==> config.mk <==
export PLATFORM = sky130hd
export DESIGN_NAME = tetris_game_ctrl
export DESIGN_NICKNAME = d
export VERILOG_FILES = /design/src/rtl/tetris_game_ctrl.sv
export SDC_FILE = /design/constraint.sdc
export NUM_CORES = 1
export LEC_CHECK = 0
export BUFFER_PORTS_ARGS = -buffer_cell sky130_fd_sc_hd__clkbuf_2
export CAP_MARGIN = 20
export CELL_PAD_IN_SITES_DETAIL_PLACEMENT = 1
export CELL_PAD_IN_SITES_GLOBAL_PLACEMENT = 1
export CORE_MARGIN = 1
export CORE_UTILIZATION = 50
export CTS_BUF_LIST = sky130_fd_sc_hd__clkbuf_8
export CTS_CLUSTER_SIZE = 30
export DETAILED_ROUTE_END_ITERATION = 10
export GPL_TIMING_DRIVEN = 0
export PLACE_DENSITY = 0.95
export SYNTH_ARGS = -nofsm -noshare
export SYNTH_HDL_FRONTEND = slang
export SYNTH_SLANG_ARGS = --single-unit
==> constraint.sdc <==
create_clock -name iVGA_CLK -period 16.3 [get_ports iVGA_CLK]
set_input_delay 3.26 -clock iVGA_CLK [delete_from_list [all_inputs] [get_ports iVGA_CLK]]
set_output_delay 3.26 -clock iVGA_CLK [all_outputs]
set_load 0.02 [all_outputs]
==> src/rtl/tetris_game_ctrl.sv <==
// tetris_game_ctrl: game-level sequencer for the Tetris datapath.
// It spawns pieces, generates gravity ticks and decides when a landed piece locks.
// It then steps the board through a lock write and a bottom-up full-row scan/shift,
// and it flags game over when a new piece cannot spawn.
module tetris_game_ctrl #(
  parameter int unsigned TICK_DIV        = 3500000,
  parameter int unsigned ROWS            = 24,
  parameter int unsigned LOCK_DELAY      = 2,
  parameter int unsigned SPEED_INIT      = 5,
  parameter int unsigned LINES_PER_LEVEL = 10
) (
  input  logic        iVGA_CLK,
  input  logic        iRST_N,
  input  logic        start_n,
  input  logic [3:0]  rand_in,
  input  logic        landed,
  input  logic        spawn_blocked,
  input  logic        lock_done,
  input  logic        row_full,
  input  logic        shift_done,
  output logic [3:0]  shape,
  output logic [3:0]  next_shape,
  output logic        change_shape,
  output logic        start_over,
  output logic        clear,
  output logic        gravity_tick,
  output logic        lock_req,
  output logic [4:0]  row_addr,
  output logic        shift_req,
  output logic [4:0]  shift_row,
  output logic [4:0]  speed,
  output logic [15:0] lines,
  output logic        game_over,
  output logic [2:0]  state
);

  typedef enum logic [2:0] {
    S_IDLE      = 3'd0,
    S_SPAWN     = 3'd1,
    S_SPAWN_CHK = 3'd2,
    S_FALL      = 3'd3,
    S_LOCK      = 3'd4,
    S_SCAN      = 3'd5,
    S_SHIFT     = 3'd6,
    S_GAMEOVER  = 3'd7
  } state_e;

  localparam int unsigned   TW        = (TICK_DIV > 1) ? $clog2(TICK_DIV) : 1;
  localparam logic [TW-1:0] TICK_LAST = TW'(TICK_DIV - 1);
  localparam logic [4:0]    ROW_TOP   = 5'(ROWS - 1);
  localparam logic [4:0]    SPEED_RST = 5'(SPEED_INIT);
  localparam logic [2:0]    LOCK_LIM  = 3'(LOCK_DELAY);

  // LFSR codes above 14 have no piece; they fall back to the square.
  function automatic logic [3:0] map_shape(input logic [3:0] r);
    if (r <= 4'd14) begin
      return r;
    end else begin
      return 4'd0;
    end
  endfunction

  // One level step adds 2 to the fall speed, pinned at the 5-bit maximum.
  function automatic logic [4:0] speed_step(input logic [4:0] s);
    if (s >= 5'd29) begin
      return 5'd31;
    end else begin
      return s + 5'd2;
    end
  endfunction

  state_e        state_q;
  logic          start_prev_q;
  logic [TW-1:0] tick_cnt_q;
  logic [2:0]    lock_cnt_q;
  logic [3:0]    shape_q;
  logic [3:0]    next_shape_q;
  logic          change_shape_q;
  logic          start_over_q;
  logic          clear_q;
  logic          gravity_tick_q;
  logic          lock_req_q;
  logic          shift_req_q;
  logic [4:0]    row_addr_q;
  logic [4:0]    shift_row_q;
  logic [4:0]    speed_q;
  logic [15:0]   lines_q;
  logic          game_over_q;

  logic          start_evt_s;
  logic          tick_hit_s;
  logic          spawn_go_s;
  logic          lines_max_s;
  logic          level_up_s;
  logic [2:0]    lock_inc_s;
  logic [15:0]   lines_inc_s;

  // Decode start edge, gravity tick, spawn entry and line/level arithmetic.
  always_comb begin
    start_evt_s = start_prev_q & ~start_n;
    tick_hit_s  = (state_q == S_FALL) && (tick_cnt_q == TICK_LAST);
    lock_inc_s  = lock_cnt_q + 3'd1;
    lines_max_s = (lines_q == 16'hFFFF);
    lines_inc_s = lines_q + 16'd1;
    level_up_s  = !lines_max_s && ((32'(lines_inc_s) % LINES_PER_LEVEL) == 32'd0);
    spawn_go_s  = 1'b0;
    case (state_q)
      S_IDLE, S_GAMEOVER: spawn_go_s = start_evt_s;
      S_SCAN:             spawn_go_s = !row_full && (row_addr_q == 5'd0);
      default:            spawn_go_s = 1'b0;
    endcase
  end

  // Game sequencer: state, tick counter, board handshakes and all registered outputs.
  always_ff @(posedge iVGA_CLK or negedge iRST_N) begin
    if (!iRST_N) begin
      state_q        <= S_IDLE;
      start_prev_q   <= 1'b1;
      tick_cnt_q     <= '0;
      lock_cnt_q     <= 3'd0;
      shape_q        <= 4'd0;
      next_shape_q   <= 4'd0;
      change_shape_q <= 1'b0;
      start_over_q   <= 1'b0;
      clear_q        <= 1'b0;
      gravity_tick_q <= 1'b0;
      lock_req_q     <= 1'b0;
      shift_req_q    <= 1'b0;
      row_addr_q     <= 5'd0;
      shift_row_q    <= 5'd0;
      speed_q        <= SPEED_RST;
      lines_q        <= 16'd0;
      game_over_q    <= 1'b0;
    end else begin
      start_prev_q   <= start_n;
      change_shape_q <= 1'b0;
      start_over_q   <= 1'b0;
      clear_q        <= 1'b0;
      gravity_tick_q <= 1'b0;

      // The tick counter only runs in FALL, so every FALL entry starts from zero.
      if ((state_q == S_FALL) && !tick_hit_s) begin
        tick_cnt_q <= tick_cnt_q + TW'(1);
      end else begin
        tick_cnt_q <= '0;
      end

      case (state_q)
        S_IDLE, S_GAMEOVER: begin
          if (start_evt_s) begin
            lines_q     <= 16'd0;
            speed_q     <= SPEED_RST;
            game_over_q <= 1'b0;
            state_q     <= S_SPAWN;
          end else begin
            state_q <= state_q;
          end
        end
        S_SPAWN: begin
          state_q <= S_SPAWN_CHK;
        end
        S_SPAWN_CHK: begin
          lock_cnt_q <= 3'd0;
          if (spawn_blocked) begin
            game_over_q <= 1'b1;
            state_q     <= S_GAMEOVER;
          end else begin
            state_q <= S_FALL;
          end
        end
        S_FALL: begin
          if (tick_hit_s) begin
            gravity_tick_q <= 1'b1;
            if (landed) begin
              lock_cnt_q <= lock_inc_s;
              if (lock_inc_s == LOCK_LIM) begin
                lock_req_q <= 1'b1;
                state_q    <= S_LOCK;
              end else begin
                state_q <= S_FALL;
              end
            end else begin
              lock_cnt_q <= 3'd0;
            end
          end else begin
            state_q <= S_FALL;
          end
        end
        S_LOCK: begin
          if (lock_done) begin
            lock_req_q <= 1'b0;
            row_addr_q <= ROW_TOP;
            state_q    <= S_SCAN;
          end else begin
            lock_req_q <= 1'b1;
          end
        end
        S_SCAN: begin
          if (row_full) begin
            shift_row_q <= row_addr_q;
            shift_req_q <= 1'b1;
            state_q     <= S_SHIFT;
          end else if (row_addr_q == 5'd0) begin
            state_q <= S_SPAWN;
          end else begin
            row_addr_q <= row_addr_q - 5'd1;
          end
        end
        S_SHIFT: begin
          // Row index is kept so the row that dropped into place is checked next.
          if (shift_done) begin
            shift_req_q <= 1'b0;
            clear_q     <= 1'b1;
            if (!lines_max_s) begin
              lines_q <= lines_inc_s;
            end else begin
              lines_q <= lines_q;
            end
            if (level_up_s) begin
              speed_q <= speed_step(speed_q);
            end else begin
              speed_q <= speed_q;
            end
            state_q <= S_SCAN;
          end else begin
            shift_req_q <= 1'b1;
          end
        end
        default: begin
          state_q <= S_IDLE;
        end
      endcase

      // Loading a new piece: promote the preview, draw a fresh one, pulse the mover.
      if (spawn_go_s) begin
        shape_q        <= next_shape_q;
        next_shape_q   <= map_shape(rand_in);
        change_shape_q <= 1'b1;
        start_over_q   <= 1'b1;
      end else begin
        shape_q <= shape_q;
      end
    end
  end

  assign shape        = shape_q;
  assign next_shape   = next_shape_q;
  assign change_shape = change_shape_q;
  assign start_over   = start_over_q;
  assign clear        = clear_q;
  assign gravity_tick = gravity_tick_q;
  assign lock_req     = lock_req_q;
  assign row_addr     = row_addr_q;
  assign shift_req    = shift_req_q;
  assign shift_row    = shift_row_q;
  assign speed        = speed_q;
  assign lines        = lines_q;
  assign game_over    = game_over_q;
  assign state        = state_q;

endmodule

==> summary.md <==
| Metric | Value |
|---|---|
| Flops & latches, synth | `74` |
| DIE AREA | `0.0176 mm^2` |
| DR vias | `9826` |
| Clock share of power | `22.5%` |
| Root buf cell | `clkbuf_8` |
| Min setup slack post-route | `3.55 ns` |
| Comb pwr share | `39.7%` |
| Num CTS Buffers | `9` |
| GPL Wtd Cong | `0.944` |
| Row cnt | `47` |
| Reg power frac | `37.8%` |
| Final setup vio count | `0` |
| Max_cap viols | `0` |
| Ys flop type | `dfrtp_1` |
| Crit end category | `register` |
| Vias per inst | `7.08` |
| Synthesis-to-finish area growth | `9.49%` |
| Critical path's slowest cell | `dfrtp_1` |
| Number of synthesized flops with an enable pin | `0` |
| Tightest Pin Transition | `1.03 ns` |
| Largest cells by area after synthesis | `dfrtp_1, nor2_1, nand2_1` |
| Pleak | `3.83 nW` |
| DP Wirelength | `22.7 mm` |
| TritonCTS clock tree | `built` |
| Maximum VDD drop | `0.000113 V` |
| Most used cell, CP | `nand2_1` |
| Largest stage delay, worst path | `0.66 ns` |
| Min Tclk post-route | `12.75 ns` |
| Post-CTS setup buffers | `0` |
| Tot Pwr | `0.700 mW` |
| Slew Viols, Final | `0` |
| Syn nets | `1112` |
| CTS Sinks | `74` |
| Yosys Warn Count | `0` |
| Starting density of the core | `51.4%` |
| RSZ-0062 raised after global routing | `false` |
| Core Util, Final | `56.3%` |
| I/O pins | `61` |
| CP startpoint kind | `register` |
| Number of DRC markers in iteration 0 | `687` |
| Skew final | `0.0160 ns` |
| First drt pass iteration count | `6` |
| Die W | `133 um` |
| Initial antenna violation count | `0` |
| Clock-pin slew on the worst setup and hold paths | `0.10 ns` |
| Post-synth top area share | `20.8%` |
| I/O Buffers | `60` |
| Avg Inst Size Synth | `7.86 um^2` |
| Crit path buffers/inverters | `4` |
| Hold bufs inserted after CTS | `0` |
| Place WS | `4.06 ns` |
| Post-route DRC | `0` |
| Final Cycle Share | `78.2%` |
| Hold Fails Final Rpt | `0` |
| Post-synth top cells | `nor2_1, nand2_1, dfrtp_1` |
| Max Clk Rate | `78.4 MHz` |
| Post-Syn Instances | `1089` |
| Diode count | `0` |
| Cell-internal power | `0.384 mW` |
| Sequential-to-total area share from yosys stat | `21.7%` |
| Vias in the first global route | `10000` |
| Detailed Route WL | `31.5 mm` |
| Post-CTS Resized | `0` |
| Worst-path fanout max | `10` |
| Sw Ratio | `45.2%` |
| Net count, final | `1186` |
| Net Sw Power | `0.317 mW` |
| Crit path DAT | `13.08 ns` |
| CORE AREA | `0.0166 mm^2` |
| Critical path type | `register to register` |
| # fillers | `2098` |
| CTS H-tree lvls | `3` |
| Fraction of layout cells with a size suffix above 1 | `16.5%` |
| Cell Area, Synth | `0.00856 mm^2` |
| Die Height | `133 um` |
| Largest net degree at the start of global routing | `40` |
| Asr flop ratio synth | `100%` |
| Pwr dens | `74.8 mW/mm^2` |
| Worst Path Required | `16.63 ns` |
| Synth cell types | `116` |
| Status | `finished, final reports clean` |
| Max-slew headroom | `31.0%` |
| Later-pin clock latency in the skew report | `0.39 ns` |
| Cell family with most CP delay | `compound AO/OA/AOI/OAI gates` |
| Total GRT Usage | `35.7%` |
| Fin Setup TNS | `0 ns` |
| Global route overflow | `0` |
| FF-to-FF setup slack | `3.55 ns` |
| Longest Clk Path Bufs | `2` |
| First-pass GRT wire length | `51.5 mm` |
| Hold Path Class | `register to register` |
| DRT antenna net count | `0` |
| Drt wl/cell | `22.7 um` |
| Post-synth top area cell | `dfrtp_1` |
| Most common cell in the netlist | `nor2_1` |
==> registers in the layout, indices dropped and copies added (netlist names), 3 cells and up <==
name	count
shape	4
lines	16
lock_cnt_q	3
speed	5
tick_cnt_q	22
shift_row	5
next_shape	4
state	3
row_addr	5
==> stage by stage <==
step / hold WS, ns / cell area [um^2] / std cells
after floorplan: 0.455 / 8560 / 1089
after global placement: 0.466 / 9130 / 1369
after detailed placement: 0.495 / 9160 / 1371
after CTS: 0.517 / 9360 / 1387
after global routing: 0.533 / 9370 / 1388
final: 0.513 / 9370 / 1388
==> layout make-up <==
class / instances / area [um^2] / area share (%)
inverters: 24 / 90.1 / 0.962
clock inverters: 6 / 66.3 / 0.708
clock buffers: 10 / 138 / 1.47
well taps: 220 / 275 / 2.94
multi-input cells: 941 / 6350 / 67.8
flip-flops and latches: 74 / 1860 / 19.8
repair buffers: 63 / 333 / 3.55
plain buffers: 50 / 255 / 2.72
==> logic make-up after synthesis <==
logic type	Yosys count	share of synthesized area, %
AO/OA/AOI/OAI	367	32.4
XOR/XNOR	75	7.85
adder cells (fa/ha/maj)	14	1.97
buffers and inverters	74	4.04
flip-flops	74	21.7
multiplexers	19	2.68
AND/OR/NAND/NOR	466	29.4
==> power by group through the flow <==
stage	clock, mW	sequential (mW)	combinational [mW]
final	0.158	0.264	0.278
after global routing	0.162	0.269	0.299
after CTS	0.157	0.263	0.275
after detailed placement	0	0.264	0.264
after global placement	0	0.260	0.245
after floorplan	0	0.293	0.134
==> layer usage <==
metal  share of wire (%)  track usage, %  vias up
met5                   0               0        -
met4                 3.2            14.9        0
met3                 6.5            5.52      106
met2                  48            61.3      460
met1                  42            44.5     4902
li1                    -               -     4358
==> path summary, 6_finish.rpt <==
| kind | end | cells past startpoint | startpoint |
|---|---|---|---|
| setup / recovery | speed[2] | 40 | lines[0] |
| hold / removal | shift_row[4] | 1 | shift_row[4] |
| setup reg to reg | speed[2] | 40 | lines[0] |
| hold reg to reg | shift_row[4] | 1 | shift_row[4] |
| max in group asynchronous | speed[0] | 2 | iRST_N |
| min in group asynchronous | shift_row[4] | 1 | iRST_N |
==> cell usage in the layout, fill, tap and decap left out, types with 14 or more instances in the layout <==
| cell type | count |
|---|---|
| clkbuf_2 | 60 |
| nand2_1 | 106 |
| and2_1 | 14 |
| dfrtp_1 | 71 |
| o31ai_1 | 21 |
| a21oi_1 | 54 |
| a211oi_1 | 16 |
| o211ai_1 | 16 |
| and3_1 | 23 |
| xnor2_1 | 43 |
| xor2_1 | 30 |
| nand3_1 | 55 |
| inv_1 | 24 |
| nand4_1 | 21 |
| clkbuf_1 | 27 |
| a31oi_1 | 24 |
| nor2_1 | 112 |
| nor3_1 | 40 |
| o21ai_0 | 56 |
(Power assumes the default switching activity.)
